### config.mk
export PLATFORM = sky130hd
export DESIGN_NAME = instruction_fetch
export DESIGN_NICKNAME = d
export VERILOG_FILES = /design/src/rtl/instruction_fetch.sv
export SDC_FILE = /design/constraint.sdc
export NUM_CORES = 1
export LEC_CHECK = 0
export BUFFER_PORTS_ARGS = -buffer_cell sky130_fd_sc_hd__buf_2
export CORE_MARGIN = 4
export CORE_UTILIZATION = 62
export CTS_BUF_LIST = sky130_fd_sc_hd__clkbuf_4
export DETAILED_ROUTE_END_ITERATION = 7
export PLACE_DENSITY = 0.88
export SETUP_SLACK_MARGIN = 0.2
export SYNTH_ARGS = -nofsm -noshare
export SYNTH_HDL_FRONTEND = slang
export SYNTH_SLANG_ARGS = --single-unit
### constraint.sdc
create_clock -name clk -period 13.04 [get_ports clk]
set_clock_uncertainty 0.1 [all_clocks]
set_input_delay 0.652 -clock clk [delete_from_list [all_inputs] [get_ports clk]]
set_output_delay 0.652 -clock clk [all_outputs]
set_load 0.02 [all_outputs]
### src/rtl/instruction_fetch.sv
// ---------------------------------------------------------------------------
// instruction_fetch
//   IF stage of the uDLX pipeline. Holds the PC, issues reads to a synchronous
//   instruction memory (1-cycle read latency) and registers each fetched word
//   into the IF/ID pipe register that feeds instruction_decode.
//
//   A decode stall can land while a read is still in flight. A 1-entry hold
//   buffer catches that word. A taken branch or jump squashes everything in
//   flight and restarts fetch at the target.
//
// Ports
//   clk                  clock, rising edge
//   rst                  asynchronous reset, active-high
//   stall_in             hazard stall from decode: hold IF/ID, do not fetch
//   branch_taken_in      redirect request from execute (wins over stall)
//   branch_target_in     redirect target address
//   instr_mem_addr_out   instruction-memory read address (= pc_reg)
//   instr_mem_rd_en_out  read strobe; data returns on instr_mem_data_in next cycle
//   instr_mem_data_in    instruction-memory read data
//   instruction_out      IF/ID instruction (NOP_INSTR when not valid)
//   new_pc_out           IF/ID PC of fetched instruction + PC_STEP
//   valid_out            IF/ID holds a real instruction
// ---------------------------------------------------------------------------
module instruction_fetch #(
    parameter int                           PC_WIDTH          = 20,
    parameter int                           INSTRUCTION_WIDTH = 32,
    parameter int                           PC_STEP           = 1,
    parameter int                           RESET_PC          = 0,
    parameter logic [INSTRUCTION_WIDTH-1:0] NOP_INSTR         = '0
) (
    input  logic                         clk,
    input  logic                         rst,
    input  logic                         stall_in,
    input  logic                         branch_taken_in,
    input  logic [PC_WIDTH-1:0]          branch_target_in,
    output logic [PC_WIDTH-1:0]          instr_mem_addr_out,
    output logic                         instr_mem_rd_en_out,
    input  logic [INSTRUCTION_WIDTH-1:0] instr_mem_data_in,
    output logic [INSTRUCTION_WIDTH-1:0] instruction_out,
    output logic [PC_WIDTH-1:0]          new_pc_out,
    output logic                         valid_out
);

    localparam logic [PC_WIDTH-1:0] STEP     = PC_WIDTH'(PC_STEP);
    localparam logic [PC_WIDTH-1:0] START_PC = PC_WIDTH'(RESET_PC);

    typedef enum logic [1:0] {
        MODE_RUN,
        MODE_STALL,
        MODE_REDIRECT
    } mode_t;

    mode_t                         mode;
    logic                          issue;

    logic [PC_WIDTH-1:0]           pc_reg;
    logic                          pending_reg;
    logic [PC_WIDTH-1:0]           pending_pc_reg;
    logic                          hold_valid_reg;
    logic [INSTRUCTION_WIDTH-1:0]  hold_instr_reg;
    logic [PC_WIDTH-1:0]           hold_pc_reg;
    logic [INSTRUCTION_WIDTH-1:0]  instr_reg;
    logic [PC_WIDTH-1:0]           new_pc_reg;
    logic                          valid_reg;

    // Redirect beats stall, and stall beats run.
    always_comb begin
        mode = MODE_RUN;
        if (branch_taken_in) begin
            mode = MODE_REDIRECT;
        end else if (stall_in) begin
            mode = MODE_STALL;
        end
    end

    // No fetch is issued while stalled. That is why the hold buffer needs only
    // one entry: at most one word can be in flight when a stall starts.
    assign issue               = !rst && !stall_in && !branch_taken_in;
    assign instr_mem_rd_en_out = issue;
    assign instr_mem_addr_out  = pc_reg;

    assign instruction_out = instr_reg;
    assign new_pc_out      = new_pc_reg;
    assign valid_out       = valid_reg;

    // PC and in-flight tracking. The PC wraps silently modulo 2^PC_WIDTH.
    always_ff @(posedge clk or posedge rst) begin
        if (rst) begin
            pc_reg         <= START_PC;
            pending_reg    <= 1'b0;
            pending_pc_reg <= '0;
        end else begin
            if (mode == MODE_REDIRECT) begin
                pc_reg <= branch_target_in;
            end else if (issue) begin
                pc_reg <= pc_reg + STEP;
            end
            pending_reg <= issue;
            if (issue) begin
                pending_pc_reg <= pc_reg;
            end
        end
    end

    // The hold buffer catches a word that returns while decode is stalled.
    // It drains on the first run cycle and is discarded on a redirect.
    always_ff @(posedge clk or posedge rst) begin
        if (rst) begin
            hold_valid_reg <= 1'b0;
            hold_instr_reg <= '0;
            hold_pc_reg    <= '0;
        end else begin
            case (mode)
                MODE_REDIRECT: hold_valid_reg <= 1'b0;
                MODE_STALL: begin
                    if (pending_reg) begin
                        hold_instr_reg <= instr_mem_data_in;
                        hold_pc_reg    <= pending_pc_reg + STEP;
                        hold_valid_reg <= 1'b1;
                    end
                end
                default: hold_valid_reg <= 1'b0;
            endcase
        end
    end

    // IF/ID register. In a run cycle, hold and pending are never both set,
    // so the load-source order below cannot lose a word.
    always_ff @(posedge clk or posedge rst) begin
        if (rst) begin
            instr_reg  <= NOP_INSTR;
            new_pc_reg <= '0;
            valid_reg  <= 1'b0;
        end else begin
            case (mode)
                MODE_REDIRECT: begin
                    instr_reg <= NOP_INSTR;
                    valid_reg <= 1'b0;
                end
                MODE_STALL: begin
                    // IF/ID is frozen while decode is stalled.
                end
                default: begin
                    if (hold_valid_reg) begin
                        instr_reg  <= hold_instr_reg;
                        new_pc_reg <= hold_pc_reg;
                        valid_reg  <= 1'b1;
                    end else if (pending_reg) begin
                        instr_reg  <= instr_mem_data_in;
                        new_pc_reg <= pending_pc_reg + STEP;
                        valid_reg  <= 1'b1;
                    end else begin
                        instr_reg  <= NOP_INSTR;
                        valid_reg  <= 1'b0;
                    end
                end
            endcase
        end
    end

endmodule
==> results.tsv, run 1 <==
metric	value	unit
syn_nets	733	
final.setup.tns	0	ns
grt_pass1_vias	5528	
max_freq	296	MHz
drtAntennaViolNets	0	
synth_area	6730	um2
post-route-period-util	0.259	
drt_wl_total	15700	um
cts_resized	0	
row_count	37	
cp_data_required_time	13.37	ns
gr-total-overflow	0	
layout_min_cycle_time	3.38	ns
timing.critical_path.cells	clkinv_1 -> nand3_1 -> mux2i_1 -> a211o_1	
crit_path_end_kind	register	
slew_viol_final	0	
synth_flop_cell	dfrtp_1	
path_clk_slew	0.13	ns
first_pass_iters	5	
multiInputGateArea	2850	um2
grt_pass1_wl	26600	um
drtIter0Drc	361	
power_density	144	nW/um2
grt_start_max_net_pins	84	
critPathLaunch	hold_valid_reg	
fin_nets	843	
die_w	112	um
cp_slowest_cell	clkinv_1	
fp.dieH	112	um
n_antenna_cell	0	
crit_path_start_kind	register	
cts_buffers	17	
cts-hold-fix-buffers	0	
start_util	0.643	
pin_count	130	
critPathMaxStageDelay	1.28	ns
cts_setup_buffers	0	
setup_viol	0	
synth_top_area_cell	dfrtp_1	
hp-class	primary input to async pin	
ir_drop	0.0000642	V
synthTopCellsByArea	dfrtp_1 (55%), mux2_2 (9.5%), nand2_1 (5.7%)	
via_count	5406	
numPlacedInstances	902	
hpwl	10900	um
netlist-cell-type-count	43	
ys_warn_count	0	
ys_seq_area_frac	0.547	
synth_edf_count	0	
clk_latency	0.53	ns
cts_tree	built	
via_per_inst	5.79	
gr-usage-all-layers	0.259	
final-seq-area	3680	um2
path_class	register to register	
portBuffers	129	
cts_buffer_depth	2	
place.gp.congestion	0.867	
cp.arrival	3.71	ns
synth_cells	675	
ys_async_sr_fraction	1.00	
drc	0	
coreArea	10500	um2
tightest_slew	1.21	ns
drive_above_1_share	0.292	
crit_fanout	61	
htreeDepth	4	
drv_cap	0	
clock_sinks	147	
leakagePower	3.54	nW
synth.most_common_cell	dfrtp_1	
instances_no_fill	934	
fill_cells	741	
syn_to_final_growth	14.3	%
dieArea	12600	um2
hold_violations	0	
syn_avg_cell_area	9.97	um2
slew_headroom	0.191	
rrSetupSlack	9.66	ns
synth_top_area_share	0.547	
worst_r2r_startpoint	hold_valid_reg	
antenna_found_initial	0	
rsz0062_at_grt	no	
synthTopCellsByCount	dfrtp_1 (147), nand2_1 (103), a21oi_1 (73)	
synth_seq_cells	147	
status	completed	
clock-root-buffer	clkbuf_4	
wl_per_cell	16.8	um
-- routing by layer --
| metal | share of wire | GRT usage | vias to the layer above |
|---|---|---|---|
| met4 | 0.021 | 0.105 | 0 |
| met1 | 0.41 | 0.339 | 2566 |
| met2 | 0.49 | 0.429 | 260 |
| li1 | - | - | 2546 |
| met3 | 0.072 | 0.0501 | 34 |
| met5 | 0 | 0 | - |
-- path summary, 6_finish.rpt --
path,depth (start not counted),to
worst max-delay path,4,new_pc_out[16]
worst min-delay path,2,instruction_out[7]
worst max register to register,4,new_pc_out[16]
worst min register to register,2,new_pc_out[4]
max in group asynchronous,3,hold_valid_reg
min in group clk,3,instr_mem_addr_out[1]
-- placed cells by master (no fill, tap or decap), types with 6 or more instances in the layout --
cell / Yosys / layout
dfrtp_1: 147 / 146
buf_2: 1 / 129
nand2_1: 103 / 102
a21oi_1: 73 / 73
mux2_2: 57 / 57
o21ai_0: 57 / 56
nor2_1: 52 / 52
nand3_1: 43 / 43
xnor2_1: 18 / 18
clkbuf_4: 0 / 18
xor2_1: 17 / 17
nand4_1: 10 / 10
and3_1: 6 / 6
nor3_1: 7 / 6
buf_4: 1 / 6
-- metrics by stage --
stage / worst slack (ns) / cell area [um2] / power, mW / utilization / hold slack, ns
after CTS: 9.73 / 7690 / 1.11 / 0.735 / 0.111
after floorplan: 8.34 / 6730 / 0.750 / - / 0.342
after global routing: 9.43 / 7690 / 1.17 / 0.735 / 0.140
after detailed placement: 9.75 / 7420 / 0.837 / 0.709 / 0.366
final: 9.66 / 7690 / 1.11 / 0.735 / 0.123
after global placement: 9.89 / 7420 / 0.818 / 0.709 / 0.353
-- layout make-up --
type / count / area share
tap: 136 / 0.0221
sequential: 147 / 0.479
clock buffer: 18 / 0.0176
timing repair buffer: 135 / 0.0898
inverter: 6 / 0.00358
multi-input combinational: 478 / 0.370
clock inverter: 14 / 0.0181
-- worst max-delay path, delay by kind of cell, from the launching register on --
family | cells | cell delay, ns
muxes | 1 | 0.11
buffers and inverters | 1 | 1.28
and+or+nand+nor | 1 | 0.41
DFF | 1 | 1.08
AOI/OAI and AO/OA | 1 | 0.29
-- logic make-up (layout without fill, tap and decap cells) --
family / count (synthesis) / in the layout / share of synthesized area
AOI/OAI and AO/OA: 137 / 137 / 0.105
DFF: 147 / 147 / 0.547
and+or+nand+nor: 243 / 243 / 0.166
muxes: 61 / 61 / 0.102
adders and majority gates: 2 / 2 / 0.00372
buffers and inverters: 50 / 173 / 0.0312
xor gates and xnor gates: 35 / 35 / 0.0456
-- report_power, final --
part | total (mW) | internal, mW | switching, mW
combinational | 0.223 | 0.0970 | 0.126
clock | 0.278 | 0.114 | 0.163
sequential | 0.606 | 0.538 | 0.0677
total | 1.11 | 0.749 | 0.357
Power figures use the tool's default switching activity.
==> run 2: changes to the inputs <==
Settings changed: CORE_UTILIZATION 62 to 52, PLACE_DENSITY 0.88 to 0.79.
Clock period 13.04 ns to 3.1 ns, I/O delays scaled along.
==> run 2 against run 1 <==
Sequential share of layout area down 3.6 points; power rose to 4.1 times the previous value; critical path depth up 2; clock power rose to 3.7 times the previous value; design area up 8.0%; combinational power rose to 4.6 times the previous value.
==> results.tsv, run 2 (synthesis results as in run 1) <==
metric	value	unit	change
ir_drop	0.000271	V	+320%
critPathMaxStageDelay	0.57	ns	-0.71 ns
fin_nets	905		+7.4%
drtIter0Drc	456		+26%
layout_min_cycle_time	2.27	ns	-1.10 ns
n_antenna_cell	0		unchanged
drt-met1-wl	7040	um	+7.9%
hold_ws	0.0575	ns	-0.0652 ns
slew_headroom	0.396		+0.204
hpwl	11300	um	+4.5%
power_density	550	nW/um2	+280%
wl_per_cell	16.5	um	-2.1%
die_w	122	um	+8.5%
rrSetupSlack	0.83	ns	-8.84 ns
met3WireLength	1160	um	+1.8%
max_freq	440	MHz	+48%
crit_path_end_kind	register		
leakagePower	3.80	nW	+7.4%
fp.dieH	122	um	+8.5%
fin_area	8310	um2	+8.0%
via_count	5731		+6.0%
clock-root-buffer	clkbuf_4		
drive_above_1_share	0.277		-0.0154
path_class	register to register		
clk_latency	0.53	ns	about the same
rr_endpoint	new_pc_out[16]		
instances_no_fill	1029		+10%
final.setup.tns	0	ns	unchanged
status	completed		
cts_setup_buffers	0		unchanged
grt_pass1_wl	27500	um	+3.4%
dp_slack	0.894	ns	-8.86 ns
first_pass_iters	5		unchanged
cp_data_required_time	3.41	ns	-9.96 ns
gr-total-overflow	0		unchanged
portBuffers	129		unchanged
cts_resized	0		unchanged
pin_count	130		unchanged
drt_wl_total	17000	um	+7.9%
top_layer	met4		
post-route-util	0.658		-0.0767
row_count	41		+11%
r2r_cells	6		+2
final-seq-area	3680	um2	unchanged
syn_to_final_growth	23.5	%	
rsz0062_at_grt	no		
cts_buffers	17		unchanged
fin_ws	0.825	ns	-8.84 ns
place.gp.congestion	0.876		+1.1%
cp.arrival	2.59	ns	-1.12 ns
drc	0		unchanged
layout_common_cells	dfrtp_1 (146), buf_2 (129), nand2_1 (102)		
cp_slowest_cell	nor4_1		
crit_path_start_kind	register		
coreArea	12600	um2	+21%
cts_buffer_depth	2		unchanged
clock_sinks	147		unchanged
multiInputGateArea	2850	um2	unchanged
tightest_slew	0.905	ns	-0.301 ns
placed_cell_area	7540	um2	+1.7%
fill_cells	982		+33%
start_util	0.533		-0.110
numPlacedInstances	946		+4.9%
hold_start	branch_taken_in		
hold_end	instruction_out[14]		
holdPathStages	2		
drtAntennaViolNets	0		unchanged
dieArea	14800	um2	+18%
hp-class	primary input to register		
hold_violations	0		unchanged
total_power	4.57	mW	+310%
cts_tree	built		
grt_pass1_vias	5702		+3.1%
antenna_found_initial	0		unchanged
gr-usage-all-layers	0.236		-0.0234
timing.critical_path.cells	ha_1 -> and3_1 -> nand2_1 -> nor4_1 -> mux2i_1 -> a211o_1		
setup_viol	0		unchanged
worst_r2r_startpoint	pending_pc_reg[0]		
crit_fanout	6		-90%
final_common_cell	dfrtp_1		
wl_met2	8240	um	+6.6%
post-route-period-util	0.734		+0.475
drv_cap	0		unchanged
htreeDepth	4		unchanged
slew_viol_final	0		unchanged
via_per_inst	5.57		-3.8%
grt_start_max_net_pins	65		-23%
path_clk_slew	0.11	ns	-0.02 ns
-- run 2: cell count changes in the layout (fill, tap and decap cells not counted), sizes merged --
| cell | delta |
|---|---|
| buf | +8 |
| bufinv | -1 |
| clkbuf | +3 |
| clkinvlp | -3 |
| dlygate4sd3 | +54 |
| inv | -2 |
-- run 2: layer usage --
layer / vias up / GRT usage
met5: - / 0
met4: 0 / 0.0987
met3: 44 / 0.0650
met2: 260 / 0.379
met1: 2754 / 0.303
li1: 2673 / -
-- run 2: layout make-up --
| cell class | instances | area share |
|---|---|---|
| Sequential cell | 147 | 0.443 |
| Clock buffer | 21 | 0.0190 |
| Clock inverter | 8 | 0.00783 |
| Multi-Input combinational cell | 478 | 0.343 |
| Timing Repair Buffer | 197 | 0.158 |
| Tap cell | 172 | 0.0259 |
| Inverter | 6 | 0.00316 |
-- run 2: what timing repair did --
item,in CTS,in global routing
endpoints found under the setup margin,0,0
hold buffers,54,0
hold endpoints to repair,125,0
-- run 2: how the worst max path moves through the flow --
stage                            from                end  slack [ns]  cells after the start
CTS                 pending_pc_reg[0]     new_pc_out[16]        0.84                      6
detailed placement  pending_pc_reg[0]     new_pc_out[16]        0.89                      6
global placement    pending_pc_reg[0]     new_pc_out[16]         1.0                      6
finish              pending_pc_reg[0]     new_pc_out[16]        0.83                      6
global route        pending_pc_reg[0]     new_pc_out[16]        0.61                      6
floorplan                         rst  hold_instr_reg[0]         1.0                      1
-- run 2: report_power, final --
part           internal, mW  switching, mW
combinational         0.460          0.563
clock                 0.409          0.608
sequential             2.26          0.266
total                  3.13           1.44
-- run 2: critical path, delay by kind of cell (launching register included) --
kind / cells / cell delay, ns
flops: 1 / 0.44
mux: 1 / 0.17
fa+ha+maj: 1 / 0.22
simple gates: 3 / 0.96
compound gates: 1 / 0.28
==> run 3: changes to the inputs <==
Clock period 3.1 ns to 1.9 ns, I/O delays scaled along.
==> run 3 against run 2 <==
The flow now finishes with violations (setup timing); hold slack improved by 0.017 ns; flip-flop and latch count did not move; die area did not move; wire length rose by 25%; non-clock buffer count rose by 76; clock power rose by 100%; via count rose by 11%; power rose by 87%; setup slack got worse by 0.94 ns; critical path depth fell by 1; sequential share of layout area fell by 5.4 points; design area rose by 14%.
==> results.tsv, run 3 (synthesis results as in run 1) <==
metric	value	unit	change
violations	setup timing		
rr_endpoint	new_pc_out[17]		
antenna_found_initial	0		unchanged
slew_viol_final	0		unchanged
fill_cells	764		-22%
drv_cap	0		unchanged
drt_wl_total	21200	um	+25%
power_density	900	nW/um2	+64%
fp.dieH	122	um	unchanged
via_per_inst	5.72		+2.8%
rrSetupSlack	-0.12	ns	-0.94 ns
critPathCapture	new_pc_out[17]		
fin_ws	-0.116	ns	-0.941 ns
gr-usage-all-layers	0.265		+0.0292
dieArea	14800	um2	unchanged
hold_violations	0		unchanged
crit_path_end_kind	register		
place.gp.congestion	0.885		+0.97%
row_count	41		unchanged
wl_per_cell	19.2	um	+16%
grt_start_max_net_pins	44		-32%
ir_drop	0.000584	V	+120%
critPathLaunch	pending_pc_reg[9]		
setup_viol	3		+3
placed_cell_area	7910	um2	+4.8%
grt_pass1_vias	6118		+7.3%
clock-root-buffer	clkbuf_4		
rsz0062_at_grt	yes		
hpwl	11800	um	+4.0%
cts_tree	built		
r2r_cells	5		-1
pin_count	130		unchanged
cts_buffer_depth	2		unchanged
start_util	0.533		unchanged
cp_data_required_time	2.26	ns	-1.15 ns
die_w	122	um	unchanged
first_pass_iters	5		unchanged
gr-total-overflow	0		unchanged
clk_latency	0.57	ns	+0.04 ns
layout_common_cells	dfrtp_1 (140), buf_2 (129), nand2_1 (100)		
fin_nets	981		+8.4%
worst_r2r_startpoint	pending_pc_reg[9]		
total_power	8.53	mW	+87%
via_count	6337		+11%
grt_pass1_wl	30900	um	+12%
htreeDepth	4		unchanged
status	finished, violations left		
slew_headroom	0.481		+0.0856
post-route-period-util	1.06		+0.327
syn_to_final_growth	40.9	%	
path_clk_slew	0.12	ns	about the same
hp-class	primary input to register		
layout_min_cycle_time	2.02	ns	-0.259 ns
coreArea	12600	um2	unchanged
clock_sinks	147		unchanged
tightest_slew	0.776	ns	-0.128 ns
cp.arrival	2.38	ns	-0.21 ns
path_class	register to register		
n_antenna_cell	0		unchanged
crit_path_start_kind	register		
max_freq	496	MHz	+13%
drtAntennaViolNets	0		unchanged
cts_buffers	17		unchanged
final_common_cell	dfrtp_1		
portBuffers	129		unchanged
drc	0		unchanged
drive_above_1_share	0.393		+0.116
drtIter0Drc	583		+28%
fin_area	9480	um2	+14%
crit_fanout	2		-4
leakagePower	4.42	nW	+16%
run 3: worst min-delay path by stage:
| stage | startpoint | end | slack, ns | cells after the start |
|---|---|---|---|---|
| global placement | branch_target_in[11] | instr_mem_addr_out[11] | 0.20 | 3 |
| detailed placement | branch_target_in[11] | instr_mem_addr_out[11] | 0.21 | 3 |
| floorplan | branch_target_in[0] | instr_mem_addr_out[0] | 0.12 | 2 |
| CTS | stall_in | instr_mem_addr_out[16] | 0.04 | 6 |
| finish | stall_in | instr_mem_addr_out[4] | 0.07 | 6 |
| global route | stall_in | instr_mem_addr_out[4] | 0.08 | 6 |
run 3: layout make-up:
type	instances	area, um2	area share
inverters	6	26.3	0.00277
clock buffers	20	150	0.0158
multi-input cells	478	3250	0.343
well taps	172	215	0.0227
flip-flops and latches	147	3690	0.389
repair buffers	273	2010	0.212
clock inverters	11	138	0.0145
run 3: what timing repair did:
item,CTS,global route
pin swaps,32,37
endpoints found under the setup margin,25,43
setup buffers,17,20
hold endpoints to repair,112,0
gates resized for setup,45,72
hold buffers,56,0
run 3: per-layer routing:
layer,GRT usage,share of wire,vias to the layer above
li1,-,-,2809
met1,0.345,0.40,3150
met2,0.441,0.50,311
met3,0.0506,0.062,67
met4,0.104,0.040,0
met5,0,0,-
run 3: report_power, final:
| group | internal, mW | total, mW | switching [mW] | leakage, nW |
|---|---|---|---|---|
| clock | 0.936 | 2.06 | 1.13 | 0.156 |
| combinational | 1.12 | 2.35 | 1.23 | 2.39 |
| sequential | 3.70 | 4.12 | 0.420 | 1.87 |
| total | 5.75 | 8.53 | 2.78 | 4.42 |
run 3: stage by stage:
step	setup WS (ns)	hold WS, ns	cells	setup TNS, ns	util
2_1_floorplan	-0.147	0.116	675	-21.02	-
3_3_place_gp	-0.0687	0.202	983	-0.0687	0.626
3_5_place_dp	-0.137	0.209	983	-0.155	0.626
4_1_cts	-0.0530	0.0419	1087	-0.0530	0.719
5_1_grt	-0.138	0.0815	1107	-0.380	0.751
6_report	-0.116	0.0744	1107	-0.220	0.751
run 3: worst max-delay path, stage by stage, from the launching register on:
cell and delay [ns]:
dfrtp_1 0.41, nand3_2 0.13, or4_4 0.55, o21a_1 0.21, o31a_1 0.24, mux2_4 0.26
